File: src/rtl/lcd_display_ctrl_if.sv
// Host-side and LCD-pin signal bundle for the HD44780 4-bit driver.
// master = frame source / pin observer, slave = lcd_display_ctrl.
interface lcd_display_ctrl_if;
  logic         cls;
  logic [255:0] strdata;
  logic         busy;
  logic         rslcd;
  logic         rwlcd;
  logic         elcd;
  logic [3:0]   lcdd;

  modport master (
    output cls,
    output strdata,
    input  busy,
    input  rslcd,
    input  rwlcd,
    input  elcd,
    input  lcdd
  );

  modport slave (
    input  cls,
    input  strdata,
    output busy,
    output rslcd,
    output rwlcd,
    output elcd,
    output lcdd
  );
endinterface

File: src/rtl/lcd_display_ctrl.sv
// HD44780 2x16 write-only 4-bit driver: power-up init, then full-screen redraw per refresh request.
//   top state | meaning                      xfer state | meaning
//   PWRUP     | power-up settle wait          X_IDLE     | launch next step
//   INIT      | 4 init nibbles + 4 commands   X_SETUP    | RS/data driven, E low
//   REFRESH   | 34 byte writes (2 rows)       X_EHI      | E high
//   IDLE      | waiting for cls / pending     X_GAP      | gap between nibbles
//                                             X_WAIT     | post-write settle
module lcd_display_ctrl #(
  parameter int PWRUP_CYC  = 750000,
  parameter int INIT1_CYC  = 205000,
  parameter int INIT2_CYC  = 5000,
  parameter int SETUP_CYC  = 2,
  parameter int EHI_CYC    = 12,
  parameter int NIBGAP_CYC = 50,
  parameter int CMD_CYC    = 2000,
  parameter int CLR_CYC    = 82000
) (
  input  logic           CCLK,
  input  logic           rst_n,
  lcd_display_ctrl_if.slave bus
);

  function automatic int cmax(input int a, input int b);
    return (a > b) ? a : b;
  endfunction

  localparam int MAXP = cmax(cmax(cmax(PWRUP_CYC, INIT1_CYC), cmax(INIT2_CYC, SETUP_CYC)),
                             cmax(cmax(EHI_CYC, NIBGAP_CYC), cmax(CMD_CYC, CLR_CYC)));
  localparam int CW   = (MAXP < 2) ? 1 : $clog2(MAXP);

  // Down-counter load value: a wait of P cycles counts P-1 .. 0; zero behaves as one cycle.
  function automatic logic [CW-1:0] ld(input int p);
    return (p <= 1) ? '0 : CW'(p - 1);
  endfunction

  localparam logic [CW-1:0] L_PWRUP  = ld(PWRUP_CYC);
  localparam logic [CW-1:0] L_INIT1  = ld(INIT1_CYC);
  localparam logic [CW-1:0] L_INIT2  = ld(INIT2_CYC);
  localparam logic [CW-1:0] L_SETUP  = ld(SETUP_CYC);
  localparam logic [CW-1:0] L_EHI    = ld(EHI_CYC);
  localparam logic [CW-1:0] L_NIBGAP = ld(NIBGAP_CYC);
  localparam logic [CW-1:0] L_CMD    = ld(CMD_CYC);
  localparam logic [CW-1:0] L_CLR    = ld(CLR_CYC);

  localparam logic [1:0] T_PWRUP   = 2'd0;
  localparam logic [1:0] T_INIT    = 2'd1;
  localparam logic [1:0] T_REFRESH = 2'd2;
  localparam logic [1:0] T_IDLE    = 2'd3;

  localparam logic [2:0] X_IDLE  = 3'd0;
  localparam logic [2:0] X_SETUP = 3'd1;
  localparam logic [2:0] X_EHI   = 3'd2;
  localparam logic [2:0] X_GAP   = 3'd3;
  localparam logic [2:0] X_WAIT  = 3'd4;

  logic [1:0]    top_st;
  logic [2:0]    xf_st;
  logic [CW-1:0] cnt;
  logic [5:0]    step;
  logic          lo_phase;
  logic          pending;
  logic [255:0]  fb;
  logic          rs_q;
  logic          e_q;
  logic [3:0]    dat_q;

  logic          s_rs;
  logic          s_nib;
  logic [7:0]    s_data;
  logic [CW-1:0] s_wait;
  logic          s_last;
  logic [4:0]    char_idx;

  assign bus.rslcd = rs_q;
  assign bus.rwlcd = 1'b0;
  assign bus.elcd  = e_q;
  assign bus.lcdd  = dat_q;
  assign bus.busy  = (top_st != T_IDLE);

  // Decode of the current step: what to write, as nibble or byte, and how long to wait after.
  always_comb begin
    s_rs     = 1'b0;
    s_nib    = 1'b0;
    s_data   = 8'h00;
    s_wait   = L_CMD;
    s_last   = 1'b0;
    char_idx = 5'd0;
    if (top_st == T_INIT) begin
      s_last = (step == 6'd7);
      case (step[2:0])
        3'd0:    begin s_nib = 1'b1; s_data = 8'h03; s_wait = L_INIT1; end
        3'd1:    begin s_nib = 1'b1; s_data = 8'h03; s_wait = L_INIT2; end
        3'd2:    begin s_nib = 1'b1; s_data = 8'h03; end
        3'd3:    begin s_nib = 1'b1; s_data = 8'h02; end
        3'd4:    s_data = 8'h28;
        3'd5:    s_data = 8'h06;
        3'd6:    s_data = 8'h0C;
        default: begin s_data = 8'h01; s_wait = L_CLR; end
      endcase
    end else begin
      s_last = (step == 6'd33);
      if (step == 6'd0) begin
        s_data = 8'h80;
      end else if (step == 6'd17) begin
        s_data = 8'hC0;
      end else begin
        s_rs     = 1'b1;
        char_idx = (step < 6'd17) ? 5'(step - 6'd1) : 5'(step - 6'd2);
        s_data   = fb[{~char_idx, 3'b000} +: 8];
      end
    end
  end

  always_ff @(posedge CCLK or negedge rst_n) begin
    if (!rst_n) begin
      top_st   <= T_PWRUP;
      xf_st    <= X_IDLE;
      cnt      <= L_PWRUP;
      step     <= 6'd0;
      lo_phase <= 1'b0;
      pending  <= 1'b0;
      fb       <= '0;
      rs_q     <= 1'b0;
      e_q      <= 1'b0;
      dat_q    <= 4'h0;
    end else begin
      if (bus.cls && (top_st != T_IDLE))
        pending <= 1'b1;

      case (top_st)
        T_PWRUP: begin
          if (cnt == '0) begin
            top_st <= T_INIT;
            step   <= 6'd0;
            xf_st  <= X_IDLE;
          end else begin
            cnt <= cnt - CW'(1);
          end
        end

        T_IDLE: begin
          if (bus.cls || pending) begin
            top_st  <= T_REFRESH;
            fb      <= bus.strdata;
            pending <= 1'b0;
            step    <= 6'd0;
            xf_st   <= X_IDLE;
          end
        end

        default: begin
          case (xf_st)
            X_IDLE: begin
              rs_q     <= s_rs;
              dat_q    <= s_nib ? s_data[3:0] : s_data[7:4];
              lo_phase <= 1'b0;
              cnt      <= L_SETUP;
              xf_st    <= X_SETUP;
            end

            X_SETUP: begin
              if (cnt == '0) begin
                e_q   <= 1'b1;
                cnt   <= L_EHI;
                xf_st <= X_EHI;
              end else begin
                cnt <= cnt - CW'(1);
              end
            end

            X_EHI: begin
              if (cnt == '0) begin
                e_q <= 1'b0;
                if (!s_nib && !lo_phase) begin
                  cnt   <= L_NIBGAP;
                  xf_st <= X_GAP;
                end else begin
                  cnt   <= s_wait;
                  xf_st <= X_WAIT;
                end
              end else begin
                cnt <= cnt - CW'(1);
              end
            end

            X_GAP: begin
              if (cnt == '0) begin
                dat_q    <= s_data[3:0];
                lo_phase <= 1'b1;
                cnt      <= L_SETUP;
                xf_st    <= X_SETUP;
              end else begin
                cnt <= cnt - CW'(1);
              end
            end

            X_WAIT: begin
              if (cnt == '0) begin
                xf_st <= X_IDLE;
                if (!s_last) begin
                  step <= step + 6'd1;
                end else if (top_st == T_INIT) begin
                  // Post-init redraw is unconditional, so it leaves any queued request pending.
                  top_st <= T_REFRESH;
                  fb     <= bus.strdata;
                  step   <= 6'd0;
                end else if (pending || bus.cls) begin
                  fb      <= bus.strdata;
                  pending <= 1'b0;
                  step    <= 6'd0;
                end else begin
                  top_st <= T_IDLE;
                end
              end else begin
                cnt <= cnt - CW'(1);
              end
            end

            default: xf_st <= X_IDLE;
          endcase
        end
      endcase
    end
  end

endmodule
File: src/flat_wrapper.sv
// flat-port wrapper written by rule: the top's interface ports become plain ports
module lcd_display_ctrl_flat 
#(
  parameter int PWRUP_CYC  = 750000,
  parameter int INIT1_CYC  = 205000,
  parameter int INIT2_CYC  = 5000,
  parameter int SETUP_CYC  = 2,
  parameter int EHI_CYC    = 12,
  parameter int NIBGAP_CYC = 50,
  parameter int CMD_CYC    = 2000,
  parameter int CLR_CYC    = 82000
)
  (CCLK, rst_n, bus_cls, bus_strdata, bus_busy, bus_rslcd, bus_rwlcd, bus_elcd, bus_lcdd);
  lcd_display_ctrl_if bus_i ();
  input  logic CCLK;
  input  logic rst_n;
  input wire logic [$bits(bus_i.cls)-1:0] bus_cls;
  input wire logic [$bits(bus_i.strdata)-1:0] bus_strdata;
  output wire logic [$bits(bus_i.busy)-1:0] bus_busy;
  output wire logic [$bits(bus_i.rslcd)-1:0] bus_rslcd;
  output wire logic [$bits(bus_i.rwlcd)-1:0] bus_rwlcd;
  output wire logic [$bits(bus_i.elcd)-1:0] bus_elcd;
  output wire logic [$bits(bus_i.lcdd)-1:0] bus_lcdd;
  assign bus_i.cls = bus_cls;
  assign bus_i.strdata = bus_strdata;
  assign bus_busy = bus_i.busy;
  assign bus_rslcd = bus_i.rslcd;
  assign bus_rwlcd = bus_i.rwlcd;
  assign bus_elcd = bus_i.elcd;
  assign bus_lcdd = bus_i.lcdd;
  lcd_display_ctrl #(.PWRUP_CYC(PWRUP_CYC), .INIT1_CYC(INIT1_CYC), .INIT2_CYC(INIT2_CYC), .SETUP_CYC(SETUP_CYC), .EHI_CYC(EHI_CYC), .NIBGAP_CYC(NIBGAP_CYC), .CMD_CYC(CMD_CYC), .CLR_CYC(CLR_CYC)) u_core (.CCLK(CCLK), .rst_n(rst_n), .bus(bus_i));
endmodule
File: config.mk
export PLATFORM = sky130hd
export DESIGN_NAME = lcd_display_ctrl_flat
export DESIGN_NICKNAME = d
export VERILOG_FILES = /design/src/rtl/lcd_display_ctrl_if.sv /design/src/rtl/lcd_display_ctrl.sv /design/src/flat_wrapper.sv
export SDC_FILE = /design/constraint.sdc
export NUM_CORES = 1
export LEC_CHECK = 0
export CORE_MARGIN = 10
export CORE_UTILIZATION = 30
export CTS_BUF_LIST = sky130_fd_sc_hd__clkbuf_16
export DETAILED_ROUTE_END_ITERATION = 12
export SETUP_SLACK_MARGIN = 0.4
export SYNTH_ARGS = -nofsm -noshare
export SYNTH_HDL_FRONTEND = slang
export SYNTH_SLANG_ARGS = --single-unit
File: constraint.sdc
create_clock -name CCLK -period 8.4 [get_ports CCLK]
set_input_delay 0.84 -clock CCLK [delete_from_list [all_inputs] [get_ports CCLK]]
set_output_delay 0.84 -clock CCLK [all_outputs]
set_load 0.005 [all_outputs]
Yosys cells after proc, flatten, opt, wreduce, memory -nomap -nowiden
Index checks and enable logic that the tools add are counted.
{"block": "op_classes", "n_addsub": 4, "magnitude_cmp": 1, "eq_ne": 25, "shifts": 1, "mux": 63, "n_bitwise": 4, "reduce_logical": 30}
{"op": "two-way mux 256 bit", "n": 5}
{"op": "one-hot mux 256 bit (2 select lines)", "n": 1}
{"op": "variable part select 256 x 9 -> 8 bit", "n": 1}
{"op": "two-way mux 20 bit", "n": 6}
{"op": "one-hot mux 20 bit (5 select lines)", "n": 1}
{"op": "one-hot mux 18 bit (3 select lines)", "n": 1}
{"op": "one-hot mux 20 bit (2 select lines)", "n": 1}
{"op": "two-way mux 6 bit", "n": 6}
{"op": "one-hot mux 6 bit (5 select lines)", "n": 1}
{"op": "two-way mux 8 bit", "n": 3}
{"op": "logical NOT 20 bit", "n": 1}
{"op": "subtractor 20 x 1 -> 20 bit, second input constant", "n": 1}
{"op": "two-way mux 3 bit", "n": 6}
{"op": "one-hot mux 3 bit (5 select lines)", "n": 1}
{"op": "two-way mux 1 bit", "n": 14}
{"op": "two-way mux 2 bit", "n": 7}
{"op": "== test 3 x 2 -> 1 bit, second input constant", "n": 4}
{"op": "== test 3 bit, second input constant", "n": 4}
{"op": "inequality test 4 x 1 -> 1 bit, second input constant", "n": 3}
{"op": "one-hot mux 6 bit (2 select lines)", "n": 1}
{"op": "AND reduction 4 bit", "n": 3}
{"op": "inequality test 2 x 1 -> 1 bit, second input constant", "n": 5}
{"op": "nonzero test 2 bit", "n": 5}
{"op": "two-way mux 4 bit", "n": 2}
{"op": "other kinds (34)", "n": 45}
{"block": "totals", "register_bits": 295, "inputBits": 259, "output_inout_bits": 8}

Logic depth before layout (Yosys ltp)
{"block": "depth", "word_depth": 10, "depth_mapped": 15, "ltp_nobuf": 10}

Least setup slack after synthesis
Ideal clock, no wire load.
{"block": "synth_path", "path_type": "register -> register", "start": "register u_core.step[2]", "end": "register u_core.dat_q[0], in the netlist u_core.bus.lcdd[0]", "arrival_ns": 2.884, "required_time_ns": 8.266, "setup_slack_ns": 5.382, "stages_incl_launch_ff": 15, "path_buffers": 5, "synth_period_minus_slack_ns": 3.018, "path_cell_list": "dfrtp_1 buf_6 clkbuf_1 inv_1 ha_1 o21ba_2 a211o_1 buf_4 buf_6 buf_4 mux4_2 a32oi_1 o31ai_1 o2111ai_1 o211ai_1"}
{"block": "synth_via", "elab_chain_cells": 9, "word_cells_on_any_way": 26, "classes_between": "add/sub: 2; order compare: 1; eq/ne: 7; shift: 1; mux: 10; bitwise: 1; reduce/logical: 4"}
{"item": "start, declared", "line": "lcd_display_ctrl.sv:59", "source": "logic [5:0] step;"}
{"item": "start signal, assigned", "line": "lcd_display_ctrl.sv:201", "source": "step <= step + 6'd1;"}
{"item": "subtractor 5 x 2 -> 5 bit, or another cell as far along", "line": "lcd_display_ctrl.sv:108", "source": "char_idx = (step < 6'd17) ? 5'(step - 6'd1) : 5'(step - 6'd2);"}
{"item": "two-way mux 5 bit", "line": "lcd_display_ctrl.sv:108"}
{"item": "inverter 5 bit", "line": "lcd_display_ctrl.sv:109", "source": "s_data = fb[{~char_idx, 3'b000} +: 8];"}
{"item": "variable part select 256 x 9 -> 8 bit", "line": "lcd_display_ctrl.sv:109"}
{"item": "two-way mux 8 bit", "line": "lcd_display_ctrl.sv:104", "source": "end else if (step == 6'd17) begin"}
{"item": "two-way mux 8 bit", "line": "lcd_display_ctrl.sv:102", "source": "if (step == 6'd0) begin"}
{"item": "two-way mux 8 bit", "line": "lcd_display_ctrl.sv:88", "source": "if (top_st == T_INIT) begin"}
{"item": "two-way mux 4 bit (on tied branches)", "line": "lcd_display_ctrl.sv:187, lcd_display_ctrl.sv:155"}
{"item": "one-hot mux 4 bit (2 select lines) (*)", "line": "lcd_display_ctrl.sv:152", "source": "case (xf_st)"}
{"item": "end signal, assigned", "line": "lcd_display_ctrl.sv:155", "source": "dat_q <= s_nib ? s_data[3:0] : s_data[7:4];"}
{"item": "end signal, assigned", "line": "lcd_display_ctrl.sv:188", "source": "dat_q <= s_data[3:0];"}
{"item": "end, declared", "line": "lcd_display_ctrl.sv:65", "source": "logic [3:0] dat_q;"}
Mark *: on every way between the ends. The rest lies on a longest branch, timed or not. The select of a mux whose other input is x is not followed.
A chain may end at the register's enable or synchronous reset.

Worst setup path in the final report
{"block": "layout_path", "start": "register u_core.top_st[1]", "end": "register u_core.fb[83]"}
{"block": "layout_via", "elab_chain_cells": 6, "word_cells_on_any_way": 14, "classes_between": "eq/ne: 2; mux: 6; bitwise: 1; reduce/logical: 5"}
{"item": "start, declared", "line": "lcd_display_ctrl.sv:56", "source": "logic [1:0] top_st;"}
{"item": "start signal, assigned", "line": "lcd_display_ctrl.sv:116", "source": "top_st <= T_PWRUP;"}
{"item": "start signal, assigned", "line": "lcd_display_ctrl.sv:133", "source": "top_st <= T_INIT;"}
{"item": "start signal, assigned", "line": "lcd_display_ctrl.sv:143", "source": "top_st <= T_REFRESH;"}
{"item": "== test 2 x 1 -> 1 bit", "line": "lcd_display_ctrl.sv:88, lcd_display_ctrl.sv:202"}
{"item": "two-way mux 256 bit", "line": "lcd_display_ctrl.sv:202", "source": "end else if (top_st == T_INIT) begin"}
{"item": "two-way mux 256 bit", "line": "lcd_display_ctrl.sv:200", "source": "if (!s_last) begin"}
{"item": "two-way mux 256 bit", "line": "lcd_display_ctrl.sv:198", "source": "if (cnt == '0) begin"}
{"item": "two-way mux 256 bit", "line": "lcd_display_ctrl.sv:152"}
{"item": "one-hot mux 256 bit (2 select lines)", "line": "lcd_display_ctrl.sv:130", "source": "case (top_st)"}
{"item": "end signal, assigned", "line": "lcd_display_ctrl.sv:144", "source": "fb <= bus.strdata;"}
{"item": "end signal, assigned", "line": "lcd_display_ctrl.sv:205", "source": "fb <= bus.strdata;"}
{"item": "end signal, assigned", "line": "lcd_display_ctrl.sv:208", "source": "fb <= bus.strdata;"}
{"item": "end, declared", "line": "lcd_display_ctrl.sv:62", "source": "logic [255:0] fb;"}
Parallel ways exist; a longest one is shown, timed or not. The select of a mux whose other input is x is not followed.

==> flow_results.xml <==
<?xml version="1.0" encoding="UTF-8"?>
<metrics>
  <group name="sta">
    <metric name="fin_setup_tns" unit="ns">0</metric>
    <metric name="final_max_slew_viol_count" unit="">0</metric>
    <metric name="unrepaired_setup_endpoints_after_global_routing" unit="">false</metric>
    <metric name="timing.max_slew.rel_slack" unit="%">24.42</metric>
    <metric name="timing.clock.skew" unit="ns">0.01515</metric>
    <metric name="worst_slew_pin_slew" unit="ns">1.123</metric>
    <metric name="finalHoldViolations" unit="">0</metric>
    <metric name="max_freq" unit="MHz">226.7</metric>
    <metric name="period_share" unit="%">52.51</metric>
    <metric name="timing.final.setup_violations" unit="">0</metric>
    <metric name="post-route-min-period" unit="ns">4.411</metric>
  </group>
  <group name="logic_synthesis">
    <metric name="synth-seq-cells" unit="">295</metric>
    <metric name="postSynthNetCount" unit="">1583</metric>
    <metric name="syn-mean-instance-area" unit="sq um">11.81</metric>
    <metric name="synth-seq-area-share" unit="%">47.89</metric>
    <metric name="postSynth.asyncResetShare" unit="%">100.0</metric>
    <metric name="post_synth_num_cell_types" unit="">80</metric>
    <metric name="synthesis.instances" unit="">1308</metric>
    <metric name="synth-edff-count" unit="">0</metric>
    <metric name="primary_ff_master_synth" unit="">dfrtp_1</metric>
    <metric name="ys_warn_count" unit="">0</metric>
    <metric name="syn-cell-area" unit="sq um">15450</metric>
  </group>
  <group name="setup_path">
    <metric name="path_delay_family" unit="">buffers and inverters</metric>
    <metric name="buffering_stage_count_on_the_worst_path_with_inverters_included" unit="">3</metric>
    <metric name="critical_path.cell_chain" unit="">inv_1, ha_1, nor3_1, o211ai_1, nor3_2, o21ai_4, buf_4, buf_4, mux2_2</metric>
    <metric name="regToRegStartpoint" unit="">u_core.top_st[1]</metric>
    <metric name="critical_path.reg2reg.endpoint" unit="">u_core.fb[83]</metric>
    <metric name="worstSetupStartpoint" unit="">u_core.top_st[1]</metric>
    <metric name="ff2ff_setup_slack" unit="ns">3.99</metric>
    <metric name="critical_path_required" unit="ns">8.83</metric>
    <metric name="worstPathMaxFanout" unit="">62</metric>
    <metric name="crit_path_frequent_cell" unit="">buf_4</metric>
    <metric name="criticalPathCategory" unit="">flop to flop</metric>
    <metric name="reg2reg_depth" unit="">9</metric>
    <metric name="critical_path_capture_point_type" unit="">flop</metric>
    <metric name="timing.critical_path.from_type" unit="">flop</metric>
    <metric name="crit_path_max_incr_delay" unit="ns">0.73</metric>
    <metric name="critical-path-slowest-cell" unit="">buf_4</metric>
    <metric name="worstPathArrival" unit="ns">4.84</metric>
  </group>
  <group name="global_routing">
    <metric name="grtUsageTotal" unit="%">16.00</metric>
    <metric name="grt_pass1_wl" unit="um">75280</metric>
    <metric name="grt_max_degree" unit="">95</metric>
    <metric name="grt_pass1_vias" unit="">12220</metric>
    <metric name="antenna_found_initial" unit="">6</metric>
    <metric name="globalRoute.totalOverflow" unit="">0</metric>
  </group>
  <group name="route">
    <metric name="routedWlPerCell" unit="um">22.09</metric>
    <metric name="postRouteWirelength" unit="um">49660</metric>
    <metric name="via_per_inst" unit="">5.142</metric>
    <metric name="dr_total_vias" unit="">11560</metric>
    <metric name="dr.pass1.iters" unit="">5</metric>
    <metric name="drc_errors" unit="">0</metric>
    <metric name="drtAntennaViolNets" unit="">0</metric>
    <metric name="drtIter0Drc" unit="">654</metric>
  </group>
  <group name="clock_network">
    <metric name="tritoncts" unit="">yes</metric>
    <metric name="cts_resized" unit="">0</metric>
    <metric name="cts.root.buffer_cell" unit="">clkbuf_16</metric>
    <metric name="ctsHtreeMaxLevel" unit="">2</metric>
    <metric name="clock_insertion_delay_worst_skew" unit="ns">0.54</metric>
    <metric name="cts_max_path_buffers" unit="">3</metric>
    <metric name="sink_count" unit="">295</metric>
    <metric name="post-cts-setup-buffer-count" unit="">0</metric>
    <metric name="numCtsBuffers" unit="">36</metric>
    <metric name="cts.clk_slew.worst_paths" unit="ns">0.06</metric>
    <metric name="cts_hold_buffers" unit="">0</metric>
  </group>
  <group name="run">
    <metric name="max_cap_violations" unit="">0</metric>
  </group>
  <group name="hold_path">
    <metric name="hp-class" unit="">primary input to asynchronous set/reset pin</metric>
  </group>
  <group name="run_status">
    <metric name="result_of_the_run" unit="">complete, no violations</metric>
  </group>
  <group name="placed_design">
    <metric name="placement.io_buffers" unit="">265</metric>
    <metric name="final_estimated_routing_congestion_in_global_placement" unit="">0.9065</metric>
    <metric name="dp.final_hpwl" unit="um">36730</metric>
  </group>
  <group name="finish">
    <metric name="finalNetCount" unit="">1816</metric>
    <metric name="drive_gt1_share" unit="%">23.82</metric>
    <metric name="post-route-util" unit="%">38.77</metric>
    <metric name="most_used_cells_in_the_layout_excluding_fill_and_tap_cells" unit="">dfrtp_1, clkdlybuf4s50_1, mux2_2</metric>
    <metric name="layout.cells.most_common" unit="">dfrtp_1</metric>
    <metric name="final.fill_count" unit="">4884</metric>
    <metric name="area_grow_syn2layout" unit="%">28.50</metric>
  </group>
  <group name="pwr">
    <metric name="switching_fraction" unit="%">34.39</metric>
    <metric name="seqPwrFrac" unit="%">34.8</metric>
    <metric name="power.static_leakage" unit="nW">8.966</metric>
    <metric name="worst_ir_drop_vdd" unit="uV">114.9</metric>
    <metric name="netSwitchingPower" unit="W">0.001542</metric>
    <metric name="clock_power_share" unit="%">34.6</metric>
    <metric name="cellPowerDensity" unit="nW/um^2">225.9</metric>
    <metric name="internal-power" unit="W">0.002942</metric>
    <metric name="comb_power_share" unit="%">30.5</metric>
  </group>
  <group name="floorplanning">
    <metric name="placementRows" unit="">83</metric>
    <metric name="core-area" unit="sq um">51200</metric>
    <metric name="initial_core_util" unit="%">30.17</metric>
    <metric name="floorplan.die_area" unit="sq um">60970</metric>
    <metric name="die_height" unit="um">246.9</metric>
    <metric name="pin_count" unit="">267</metric>
    <metric name="floorplan.die.width" unit="um">246.9</metric>
  </group>
</metrics>
[state kept, by name, summed over array words and instances (netlist names)]
name,cells
u_core.fb,256
u_core.xf_st,3
u_core.cnt,20
u_core.bus.rslcd,1
u_core.bus.lcdd,4
u_core.bus.elcd,1
u_core.lo_phase,1
u_core.pending,1
u_core.top_st,2
u_core.step,6
[area by class of cell]
type                    instances  area (sq um)  area share [%]
clock buffers                  37         925.9           4.664
repair buffers                282          2785           14.03
flip-flops and latches        295          7398           37.27
clock inverters                26         237.7           1.198
inverters                      19         71.32          0.3593
diodes                          2         5.005         0.02521
multi-input cells             907          7577           38.17
well taps                     680         850.8           4.286
[cell usage after synthesis (all sizes together), types with 13 or more instances]
library cell	count	area [sq um]
nand3	28	145.1
nand2b	19	118.9
ha	16	200.2
inv	18	67.56
nor3	38	200.2
mux2	272	3063
nor2	58	225.2
o21ai	53	265.3
o22ai	14	87.58
nand2	111	424.2
clkbuf	33	123.9
buf	54	311.6
dfstp	13	341.6
a31oi	14	87.58
mux4	34	765.7
mux2i	44	440.4
dfrtp	282	7057
a21oi	42	214.0
nand4	20	125.1
[per-layer routing]
layer | wire [um] | vias up | track usage [%]
met1 | 20280 | 5900 | 19.84
met2 | 25320 | 302 | 27.56
met5 | 41 | - | 0
li1 | - | 5302 | -
met4 | 606 | 6 | 2.868
met3 | 3411 | 50 | 4.381
[cell families (layout without fill, tap and decap cells)]
| logic type | count (synthesis) | after routing | share of synthesized area, % |
|---|---|---|---|
| other | 1 | 3 | 0.02427 |
| AOI/OAI and AO/OA | 205 | 205 | 8.804 |
| DFF | 295 | 295 | 47.89 |
| adders and majority gates | 16 | 16 | 1.296 |
| xor gates and xnor gates | 9 | 9 | 0.5102 |
| muxes | 350 | 350 | 27.63 |
| and+or+nand+nor | 326 | 326 | 10.56 |
| buffers and inverters | 106 | 364 | 3.280 |
[power by group through the flow]
stage,Sequential [W],Combinational (W),Clock (W)
floorplan,0.00155,0.000907,0
global placement,0.00158,0.00136,0
detailed placement,0.00159,0.00137,0
CTS,0.00156,0.00137,0.00160
global route,0.00157,0.00150,0.00165
finish,0.00156,0.00137,0.00155
[stage by stage]
step / worst slack (ns) / power (W) / hold slack, ns / cell area, sq um / instances
after global routing: 3.713 / 0.004725 / 0.3922 / 19850 / 2247
after global placement: 4.042 / 0.002940 / 0.4682 / 18680 / 2183
after floorplan: 5.382 / 0.002452 / 0.4587 / 15450 / 1308
final: 3.989 / 0.004484 / 0.3329 / 19850 / 2248
after CTS: 3.935 / 0.004534 / 0.3555 / 19850 / 2246
after detailed placement: 3.951 / 0.002957 / 0.4791 / 18680 / 2183
[how the worst max path moves through the flow]
stage,cells past startpoint,to,slack (ns)
final,9,u_core.fb[83],3.99
after global routing,9,u_core.fb[13],3.71
after CTS,9,u_core.bus.lcdd[3],3.93
after detailed placement,9,u_core.bus.lcdd[3],3.95
after global placement,9,u_core.bus.lcdd[3],4.04
after floorplan,14,u_core.bus.lcdd[0],5.38
(Power assumes the default switching activity.)
